==> config.mk <==
export PLATFORM = sky130hd
export DESIGN_NAME = qam16_symbol_mapper
export DESIGN_NICKNAME = d
export VERILOG_FILES = /design/src/rtl/qam16_symbol_mapper.sv
export SDC_FILE = /design/constraint.sdc
export NUM_CORES = 1
export LEC_CHECK = 0
export ABC_AREA = 1
export BUFFER_PORTS_ARGS = -buffer_cell sky130_fd_sc_hd__buf_2
export CORE_ASPECT_RATIO = 2
export CORE_MARGIN = 2
export CORE_UTILIZATION = 54
export DETAILED_ROUTE_END_ITERATION = 10
export MAX_ROUTING_LAYER = met4
export PLACE_DENSITY_LB_ADDON = 0.08
export SLEW_MARGIN = 30
export SYNTH_ARGS = -nofsm -noshare
export SYNTH_HDL_FRONTEND = slang
export SYNTH_SLANG_ARGS = --single-unit
==> constraint.sdc <==
create_clock -name clk -period 2.6 [get_ports clk]
set_clock_uncertainty 0.15 [all_clocks]
set_input_delay 0.52 -clock clk [delete_from_list [all_inputs] [get_ports clk]]
set_output_delay 0.52 -clock clk [all_outputs]
set_load 0.02 [all_outputs]
==> src/rtl/qam16_symbol_mapper.sv <==
// Streaming 16-QAM mapper: valid/ready symbol FIFO, Gray I/Q level map, SPS samples per symbol.
// Optional build macro QAM_MAPPER_ZERO_STUFF_EN: zero-insertion upsampling instead of sample-and-hold.
module qam16_symbol_mapper #(
    parameter int                 SPS        = 4,
    parameter logic signed [15:0] AMP        = 16'sd8192,
    parameter int                 FIFO_DEPTH = 4
) (
    input  logic                          clk,
    input  logic                          rst_n,
    input  logic [3:0]                    sym_in,
    input  logic                          sym_valid,
    output logic                          sym_ready,
    output logic [31:0]                   iq_out,
    output logic                          iq_valid,
    input  logic                          iq_ready,
    output logic [$clog2(FIFO_DEPTH):0]   fifo_level,
    output logic [15:0]                   sym_count
);

    localparam int AW = $clog2(FIFO_DEPTH);
    localparam int LW = AW + 1;
    localparam logic [3:0]  LAST_PHASE = 4'(SPS - 1);
    localparam logic [15:0] LVL_P1 = AMP;
    localparam logic [15:0] LVL_P3 = 16'(3 * AMP);
    localparam logic [15:0] LVL_N1 = 16'(-AMP);
    localparam logic [15:0] LVL_N3 = 16'(-3 * AMP);

    typedef enum logic {
        IDLE,
        SEND
    } state_t;

    logic [3:0]    mem_q [FIFO_DEPTH];
    logic [AW-1:0] wr_ptr_q;
    logic [AW-1:0] rd_ptr_q;
    logic [LW-1:0] level_q;
    logic [LW-1:0] level_d;

    state_t        state_q;
    state_t        state_d;
    logic [3:0]    phase_q;
    logic [3:0]    phase_d;
    logic [31:0]   iq_q;
    logic [31:0]   iq_d;
    logic          valid_q;
    logic          valid_d;
    logic [15:0]   cnt_q;
    logic [15:0]   cnt_d;

    logic          push;
    logic          pop;
    logic          fifo_empty;
    logic [3:0]    head_sym;

    // Gray coding per axis: adjacent levels differ in exactly one bit.
    function automatic logic [15:0] level_of(input logic [1:0] bits);
        logic [15:0] lvl;
        case (bits)
            2'b00:   lvl = LVL_N3;
            2'b01:   lvl = LVL_N1;
            2'b11:   lvl = LVL_P1;
            default: lvl = LVL_P3;
        endcase
        return lvl;
    endfunction

    function automatic logic [31:0] map_sym(input logic [3:0] s);
        return {level_of(s[3:2]), level_of(s[1:0])};
    endfunction

    assign sym_ready  = (level_q < LW'(FIFO_DEPTH));
    assign push       = sym_valid && sym_ready;
    assign fifo_empty = (level_q == '0);
    assign head_sym   = mem_q[rd_ptr_q];

    // Storage is not reset: stale entries are unreachable once the pointers clear.
    always_ff @(posedge clk) begin
        if (push) begin
            mem_q[wr_ptr_q] <= sym_in;
        end
    end

    always_comb begin
        level_d = level_q;
        case ({push, pop})
            2'b10:   level_d = level_q + 1'b1;
            2'b01:   level_d = level_q - 1'b1;
            default: level_d = level_q;
        endcase
    end

    always_ff @(posedge clk or negedge rst_n) begin
        if (!rst_n) begin
            wr_ptr_q <= '0;
            rd_ptr_q <= '0;
            level_q  <= '0;
        end else begin
            if (push) begin
                wr_ptr_q <= wr_ptr_q + 1'b1;
            end
            if (pop) begin
                rd_ptr_q <= rd_ptr_q + 1'b1;
            end
            level_q <= level_d;
        end
    end

    always_comb begin
        state_d = state_q;
        phase_d = phase_q;
        iq_d    = iq_q;
        valid_d = valid_q;
        cnt_d   = cnt_q;
        pop     = 1'b0;
        case (state_q)
            IDLE: begin
                if (!fifo_empty) begin
                    pop     = 1'b1;
                    iq_d    = map_sym(head_sym);
                    phase_d = '0;
                    valid_d = 1'b1;
                    state_d = SEND;
                end
            end
            default: begin
                if (valid_q && iq_ready) begin
                    if (phase_q == LAST_PHASE) begin
                        cnt_d   = cnt_q + 1'b1;
                        phase_d = '0;
                        // Back-to-back reload keeps the sample stream gap-free.
                        if (!fifo_empty) begin
                            pop  = 1'b1;
                            iq_d = map_sym(head_sym);
                        end else begin
                            valid_d = 1'b0;
                            state_d = IDLE;
                        end
                    end else begin
                        phase_d = phase_q + 1'b1;
`ifdef QAM_MAPPER_ZERO_STUFF_EN
                        iq_d    = '0;
`endif
                    end
                end
            end
        endcase
    end

    always_ff @(posedge clk or negedge rst_n) begin
        if (!rst_n) begin
            state_q <= IDLE;
            phase_q <= '0;
            iq_q    <= '0;
            valid_q <= 1'b0;
            cnt_q   <= '0;
        end else begin
            state_q <= state_d;
            phase_q <= phase_d;
            iq_q    <= iq_d;
            valid_q <= valid_d;
            cnt_q   <= cnt_d;
        end
    end

    assign iq_out     = iq_q;
    assign iq_valid   = valid_q;
    assign fifo_level = level_q;
    assign sym_count  = cnt_q;

endmodule

==> run metrics, run 1 <==
outcome finished clean; slew margin rel. 47.9%; initial antenna violation count 0; die width 53.7 microns; mapped cell area 2670 sq um; utilization after layout 60.1%; CTS root buf clkbuf_8; Gates resized, CTS repair 0; Sequential Power Share 57.8%; Yosys cell types 30; Critical Path AT 2.44 ns; final WL 5090 microns; Port Buf Inserts 34; DR pass1 iterations 4; switching power 300 uW; Clock Path Buffers 2; GP Congestion 0.750; hold_buf cts 0; Final ANT Viol Nets 0; antenna diode count 0; reg2reg start phase_q[0]$_DFFE_PN0P_; Avg Inst Size Synth 9.19 sq um; CP startpoint kind flop; Iter 0 DRT Violations 16; Num CTS Buffers 5; first-pass GRT wire length 8180 microns; Sw Share 21.4%; RSZ-0062 raised after global routing false; FP Rows 36; critical path fanouts, max 10; DP HPWL 3870 microns; DRC 0; clock slew at reported path FFs 0.09 ns; core outline area 4820 sq um; final hold violations 0; # setup viols final 0; largest net degree at the start of global routing 35; EDFF count, synth 16; crit end category flop; Worst R2R Path Depth 11; fin crit share 92.0%; fraction of registers with async set/reset 68.0%; clock latency on the worst-skew pair 0.31 ns; Die ar. 5550 sq um; crit path time final 2.39 ns; Clock power frac 38.5%; Post-synth top flop dfrtp_1; Worst EP required 2.65 ns; vias 1894; IO Pins 61; worst hold slack 0.130 ns; # fillers 458; R2R Setup Slk 0.21 ns; Slew @ Worst Pin 0.781 ns; flops & latches, synth 50; die height 103 microns; GRT Total Usage 21.6%; Initial Util 55.3%; H-tree depth 2; CP Launch Point phase_q[0]$_DFFE_PN0P_; final net count 347; Peak VDD IR 0.409 mV; crit path kind flop to flop; vias in the first global route 1763; yosys warns 0; Cells after Synth 290; Clock Sinks 50; Leak 1.45 nW; pwr/cell area 484 nW/um^2; layout cell share with drive strength beyond 1 16.2%; HP Class primary input to async pin; PnR Total Power 1.40 mW; Comb pwr share 3.6%; Layout area overhead 8.59%; Vias/cell 4.92; max-slew violation count 0; sequential cell area fraction in the yosys report 49.9%; CTS tree yes; fmax 418 MHz; grt total ovfl 0; setup tns final 0 ns; drt wl/cell 13.2 microns; cell internal pwr 1.10 mW; postcts setup bufs 0; max-cap violation count 0
-- synth_stat cells, types with 3 or more instances --
cell type	number	share of area, %
a21oi_1	7	1.3
buf_4	27	7.6
dfrtp_1	34	32
edfxtp_1	16	18
ha_1	11	5.2
inv_1	31	4.4
nand2_1	71	10
nand2_2	3	0.70
nand3_1	13	2.4
nand4_1	9	2.1
nor2_1	27	3.8
nor2_4	3	1.3
o21ai_0	9	1.7
xnor2_1	6	2.0
xor2_1	6	2.0
-- registers in the layout (all words and copies together), names as in the netlist --
signal / cells
mem_q: 16
sym_count: 16
iq_out: 5
phase_q: 4
fifo_level: 3
rd_ptr_q: 2
wr_ptr_q: 2
iq_valid: 1
state_q: 1
-- power groups by stage --
stage	combinational (mW)	clock, mW	sequential [mW]
6_report	0.0510	0.540	0.811
5_1_grt	0.0592	0.597	0.812
4_1_cts	0.0520	0.558	0.811
3_5_place_dp	0.0519	0	0.828
3_3_place_gp	0.0514	0	0.828
2_1_floorplan	0.0625	0	0.828
-- cells by family after synthesis --
family                   count (synthesis)  synth area share (%)
adder cells (fa/ha/maj)                 12                  5.91
AO/OA/AOI/OAI                           22                  4.97
flip-flops                              50                  49.9
buffers and inverters                   62                  12.9
AND/OR/NAND/NOR                        130                  21.6
other                                    1                 0.141
XOR/XNOR                                13                  4.55
-- worst max-delay path, cell delays in order (launching register included) --
cell and delay [ns]:
dfrtp_1 0.40, ha_2 0.23, nand2_2 0.10, o21ai_2 0.16
nand2_2 0.15, inv_2 0.12, ha_1 0.14, inv_1 0.06
fa_1 0.38, a21oi_1 0.14, o21ai_0 0.11, xor2_1 0.15
-- area by class of cell --
type                       instances  area, sq um  share of cell area [%]
clock buffer                       6         72.6                    2.51
clock inverter                     2         37.5                    1.30
inverter                          33          124                    4.28
multi-input combinational        203         1090                    37.6
sequential                        50         1330                    46.0
tap                               57         71.3                    2.46
timing repair buffer              34          170                    5.88
-- per-layer routing --
metal	global-route usage (%)	vias to the layer above	wire length [microns]
met5	-	-	0
met4	9.47	0	110
met3	3.88	11	173
met2	39.3	48	2920
met1	21.2	887	1890
li1	-	948	-
-- final timing paths --
kind                                             end
setup / recovery           fifo_level[2]$_DFFE_PN0P_
setup reg to reg           fifo_level[2]$_DFFE_PN0P_
hold / removal              sym_count[0]$_DFFE_PN0P_
max in group asynchronous       iq_valid$_DFFE_PN0P_
hold reg to reg               iq_out[29]$_DFFE_PN0P_
min in group clk               mem_q[2][0]$_DFFE_PP_
-- stage by stage --
stage	area, sq um	setup WS, ns	cells
after detailed placement	2780	0.181	377
final	2900	0.208	385
after global routing	2900	0.00828	385
after global placement	2780	0.253	377
after floorplan	2760	0.378	315
after CTS	2890	0.173	385
-- layout by cell type, fill, tap and decap left out, types with 2 or more instances in the layout --
cell      count
a21oi_1       7
ha_1         10
nor2_4        3
clkbuf_8      5
xnor2_1       6
nor2_1       27
a32o_1        2
o21ai_0       9
nand2_1      71
nand4_1       9
conb_1       26
buf_2        34
inv_1        31
dfrtp_1      34
a32oi_1       2
edfxtp_1     16
nand2_2       3
xor2_1        6
nand3_1      13
Power figures use the tool's default switching activity.
==> inputs of run 2 (changes only) <==
CORE_UTILIZATION = 58   (was 54)
GPL_TIMING_DRIVEN = 0   (was default)
clock period = 2.95 ns   (was 2.6 ns; I/O delays follow)
==> run 2 against run 1 <==
Effect of this change:
- count of clock-buffer cells in the layout decreased by 1
- maximum frequency decreased by 3.5%
- first-iteration DRC count increased to 3.7 times the previous value
- wire length increased by 5.5%
- core utilization increased by 10 points
- largest power group unchanged
- via count increased by 5.9%
==> run metrics, run 2 (synthesis gave the netlist of run 1 again) <==
outcome finished clean; # setup viols final 0; pre-CTS setup slack 0.434 ns; largest net degree at the start of global routing 35; Critical Path AT 2.52 ns; first-pass GRT wire length 8670 microns; RSZ-0062 raised after global routing false; Layout area overhead 15.8%; fin crit share 84.1%; # fillers 389; crit path kind flop to flop; Worst EP required 2.99 ns; commonest non-fill, non-tap cell in the layout nand2_1; worst hold slack 0.208 ns; crit path time final 2.48 ns; initial antenna violation count 0; crit end category flop; Leak 1.61 nW; Iter 0 DRT Violations 59; layout cell share with drive strength beyond 1 23.0%; Port Buf Inserts 34; placed insts 403; CTS tree yes; CTS root buf clkbuf_8; slew margin rel. 47.2%; Peak VDD IR 0.332 mV; fmax 403 MHz; final WL 5370 microns; non-filler cells, final 411; R2R Setup Slk 0.47 ns; die width 51.9 microns; postcts setup bufs 0; Clock Path Buffers 2; Num CTS Buffers 5; HP Class primary input to async pin; vias in the first global route 1968; GP Congestion 0.744; IO Pins 61; clock slew at reported path FFs 0.09 ns; die height 99.9 microns; utilization after layout 70.5%; grt total ovfl 0; Gates resized, CTS repair 0; drt wl/cell 13.1 microns; post-route setup slack 0.470 ns; pwr/cell area 386 nW/um^2; final net count 376; core outline area 4380 sq um; setup tns final 0 ns; CP startpoint kind flop; DR pass1 iterations 4; Die ar. 5190 sq um; H-tree depth 2; DP HPWL 4170 microns; GRT Total Usage 23.2%; critical path fanouts, max 10; antenna diode count 0; commonest non-fill, non-tap cells in the layout 71 x nand2_1, 35 x buf_2, 34 x dfrtp_1; clock latency on the worst-skew pair 0.30 ns; Clock Sinks 50; DRC 0; vias 2006; final hold violations 0; hold_buf cts 0; max-slew violation count 0; FP Rows 34; Slew @ Worst Pin 0.792 ns; Vias/cell 4.88; Final ANT Viol Nets 0; max-cap violation count 0; Initial Util 60.9%
run 2: layout make-up:
type / count / area, sq um / share of cell area [%]
clock inverters: 3 / 21.3 / 0.689
inverters: 33 / 124 / 4.01
well taps: 54 / 67.6 / 2.19
flip-flops and latches: 50 / 1330 / 43.1
plain buffers: 29 / 219 / 7.09
repair buffers: 34 / 170 / 5.51
multi-input cells: 203 / 1090 / 35.2
clock buffers: 5 / 68.8 / 2.23
run 2: critical path, cell delays in order (launching register included):
cell     delay [ns]
dfrtp_1        0.41
ha_1           0.24
nand2_2        0.11
o21ai_2        0.16
nand2_2        0.16
inv_2          0.14
ha_1           0.15
inv_1          0.07
fa_1           0.37
a21oi_1        0.14
o21ai_0        0.11
xor2_1         0.15
run 2: layer usage:
layer	track usage, %	part of all wire, %	up-vias	wire length [microns]
met2	44.9	60	59	3210
met1	21.2	35	930	1860
met3	3.27	3.5	9	188
li1	-	-	1008	-
met4	9.31	2.0	0	108
met5	-	0	-	0
run 2: final timing paths:
| path | start | to | cells past startpoint |
|---|---|---|---|
| max in group asynchronous | rst_n | sym_count[11]$_DFFE_PN0P_ | 1 |
| worst max register to register | phase_q[0]$_DFFE_PN0P_ | fifo_level[2]$_DFFE_PN0P_ | 11 |
| min in group clk | iq_out[14]$_DFFE_PN0P_ | iq_out[14]$_DFFE_PN0P_ | 2 |
| worst min-delay path | rst_n | iq_out[31]$_DFFE_PN0P_ | 1 |
| worst max-delay path | phase_q[0]$_DFFE_PN0P_ | fifo_level[2]$_DFFE_PN0P_ | 11 |
| worst min register to register | iq_out[14]$_DFFE_PN0P_ | iq_out[14]$_DFFE_PN0P_ | 2 |
run 2: report_power, final:
group / switching [mW] / total [mW] / internal, mW
Sequential: 0 / 0.715 / 0.715
Clock: 0.237 / 0.404 / 0.167
Combinational: 0.0472 / 0.0735 / 0.0263
run 2: through the flow:
step / total power, mW / instance area [sq um]
3_3_place_gp: 0.801 / 3000
3_5_place_dp: 0.802 / 3000
2_1_floorplan: 0.785 / 2760
5_1_grt: 1.23 / 3090
6_report: 1.19 / 3090
4_1_cts: 1.21 / 3090
==> inputs of run 3 (changes only) <==
ABC_AREA = 0   (was 1)
CORE_UTILIZATION = 48   (was 58)
clock period = 2.11 ns   (was 2.95 ns; I/O delays follow)
==> run 3 against run 2 <==
Effect of this change:
- combinational power increased to 18 times the previous value
- global-route usage decreased by 7.0 points
- critical path type unchanged
- first-iteration DRC count decreased by 61%
- highest routed layer unchanged
- critical path depth unchanged
- cell count decreased by 18%
- maximum frequency increased by 18%
- largest cell class unchanged
- sequential share of layout area increased by 1.1 points
- critical endpoint unchanged
- sequential power increased by 100%
- worst setup slack got worse by 0.47 ns
- core utilization decreased by 12 points
- die area increased by 14%
- cell area decreased by 2.4%
==> run metrics, run 3 <==
Initial Util 49.4%; Worst EP required 2.19 ns; gr busiest metal met2; largest net degree at the start of global routing 35; Vias/cell 4.66; DR pass1 iterations 4; commonest non-fill, non-tap cell in the layout buf_2; reg2reg start phase_q[1]$_DFFE_PN0P_; worst r2r dst fifo_level[2]$_DFFE_PN0P_; max-slew violation count 0; slew margin rel. 48.2%; pwr/cell area 1080 nW/um^2; GP Congestion 0.736; core outline area 5140 sq um; outcome finished clean; HP Class primary input to async pin; crit end category flop; die height 107 microns; mapped cell area 2540 sq um; die width 55.4 microns; initial antenna violation count 0; critical path, cell by cell ha_2 -> nand3_4 -> o31ai_4 -> nand2_4 -> inv_2 -> ha_4 -> inv_2 -> fa_2 -> xor2_1 -> nor2_1 -> xnor2_1; IO Pins 61; vias in the first global route 1553; DRC 0; M1 GR Usage 14.6%; Post-synth top flop dfrtp_1; Worst R2R Path Depth 11; Peak VDD IR 0.615 mV; Clock Sinks 50; Post-Synth Adder-Cell Area 6.21%; Layout area overhead 18.7%; post-synthesis mux area share 6.80%; flops & latches, synth 50; yosys warns 0; Top cell by count, worst path inv_2; Top delay family on crit path adder cells; vias 1567; routing usage on met2 30.4%; CTS root buf clkbuf_8; Avg Inst Size Synth 12.3 sq um; Cells after Synth 207; CTS tree yes; FP Rows 37; fraction of registers with async set/reset 68.0%; # setup viols final 0; Yosys top cell by area dfrtp_1; Leak 1.42 nW; H-tree depth 2; GRT Total Usage 16.2%; EDFF count, synth 16; final hold violations 0; post-route setup slack 0.000389 ns; Die ar. 5920 sq um; RSZ-0062 raised after global routing true; drt wl/cell 12.6 microns; Num CTS Buffers 5; antenna diode count 0; Critical Path AT 2.19 ns; max-cap violation count 0; Final ANT Viol Nets 0; layout cell share with drive strength beyond 1 33.8%; worst path bufs/invs 2; critical path fanouts, max 2; final net count 297; Slew @ Worst Pin 0.776 ns; crit path kind flop to flop; grt total ovfl 0; main combinational cell family by area after synthesis simple AND/OR/NAND/NOR gates; final WL 4250 microns; first-pass GRT wire length 7080 microns; sequential cell area fraction in the yosys report 52.4%; Synth Area in Compound Gates 3.05%; XOR/XNOR Fraction of Synth Area 7.93%; commonest non-fill, non-tap cells in the layout 35 x buf_2, 34 x dfrtp_1, 33 x buf_4; CP startpoint kind flop; clock slew at reported path FFs 0.08 ns; Iter 0 DRT Violations 23; crit path time final 2.11 ns; top cells by count, synth 34 x dfrtp_1, 28 x buf_4, 22 x xnor2_1; fin crit share 100%; R2R Setup Slk 0.0004 ns; # fillers 456; DP HPWL 3270 microns; proportion of netlist area held by the largest area contributor 33.5%; most frequent cell after synthesis dfrtp_1; Synth area leaders dfrtp_1 33%, edfxtp_1 19%, buf_4 8.3%; clock latency on the worst-skew pair 0.30 ns; CP peak stage delay 0.36 ns; pre-CTS setup slack -0.478 ns; Clock Path Buffers 2; critical path's slowest cell dfrtp_1; PnR Total Power 3.24 mW; Simple-Gate Fraction of Synth Area 12.6%; Yosys cell types 34; Port Buf Inserts 34; met3 GRT Util 4.10%; fmax 474 MHz
-- run 3: where the power goes --
| part | internal (mW) | switching [mW] | leakage, nW |
|---|---|---|---|
| Combinational | 0.563 | 0.724 | 0.801 |
| Clock | 0.228 | 0.298 | 0.0426 |
| Sequential | 1.24 | 0.188 | 0.578 |
| Total | 2.03 | 1.21 | 1.42 |
-- run 3: final cells by class --
type	instances	area (sq um)	area share (%)
buffer	31	223	7.39
timing repair buffer	39	208	6.89
clock inverter	2	8.76	0.291
inverter	13	48.8	1.62
multi-input combinational	137	1050	34.8
sequential	50	1330	44.2
tap	58	72.6	2.41
clock buffer	6	72.6	2.41
-- run 3: worst max-delay path by stage --
stage,startpoint,endpoint,slack [ns],cells past startpoint
2_1_floorplan,phase_q[0]$_DFFE_PN0P_,fifo_level[2]$_DFFE_PN0P_,-0.27,11
5_1_grt,phase_q[0]$_DFFE_PN0P_,fifo_level[2]$_DFFE_PN0P_,-0.15,11
3_5_place_dp,phase_q[0]$_DFFE_PN0P_,fifo_level[2]$_DFFE_PN0P_,-0.48,11
4_1_cts,phase_q[0]$_DFFE_PN0P_,fifo_level[2]$_DFFE_PN0P_,-0.01,11
6_report,phase_q[1]$_DFFE_PN0P_,fifo_level[2]$_DFFE_PN0P_,0.0004,11
3_3_place_gp,phase_q[0]$_DFFE_PN0P_,fifo_level[2]$_DFFE_PN0P_,-0.47,11
-- run 3: stage by stage --
stage          setup TNS [ns]  hold WS [ns]  area (sq um)  cells  util (%)
2_1_floorplan          -0.436       -0.0236          2650    232         -
3_3_place_gp           -0.831         0.308          2890    324      56.3
3_5_place_dp           -0.849         0.308          2890    324      56.3
4_1_cts               -0.0148        0.0566          3010    336      58.6
5_1_grt                -0.152        0.0961          3010    336      58.7
6_report                    0        0.0411          3010    336      58.7
-- run 3: what timing repair did --
item                                    CTS  global route
cloned                                    0             0
pin swaps                                 2             0
hold buffers                              0             0
buffers inserted                          5             0
gates resized for setup                   0             1
endpoints found under the setup margin    4             2
-- run 3: per-layer routing --
metal / vias to the layer above / wire (microns)
met3: 8 / 160
met1: 736 / 1510
li1: 789 / -
met2: 34 / 2470
met5: - / 0
met4: 0 / 110
-- run 3: cell families (layout without fill, tap and decap cells) --
group / Yosys count / count (layout)
compound gates: 11 / 11
xor+xnor: 23 / 23
fa+ha+maj: 12 / 12
buf+inv: 45 / 91
flops: 50 / 50
mux: 11 / 11
other cells: 1 / 26
simple gates: 54 / 54
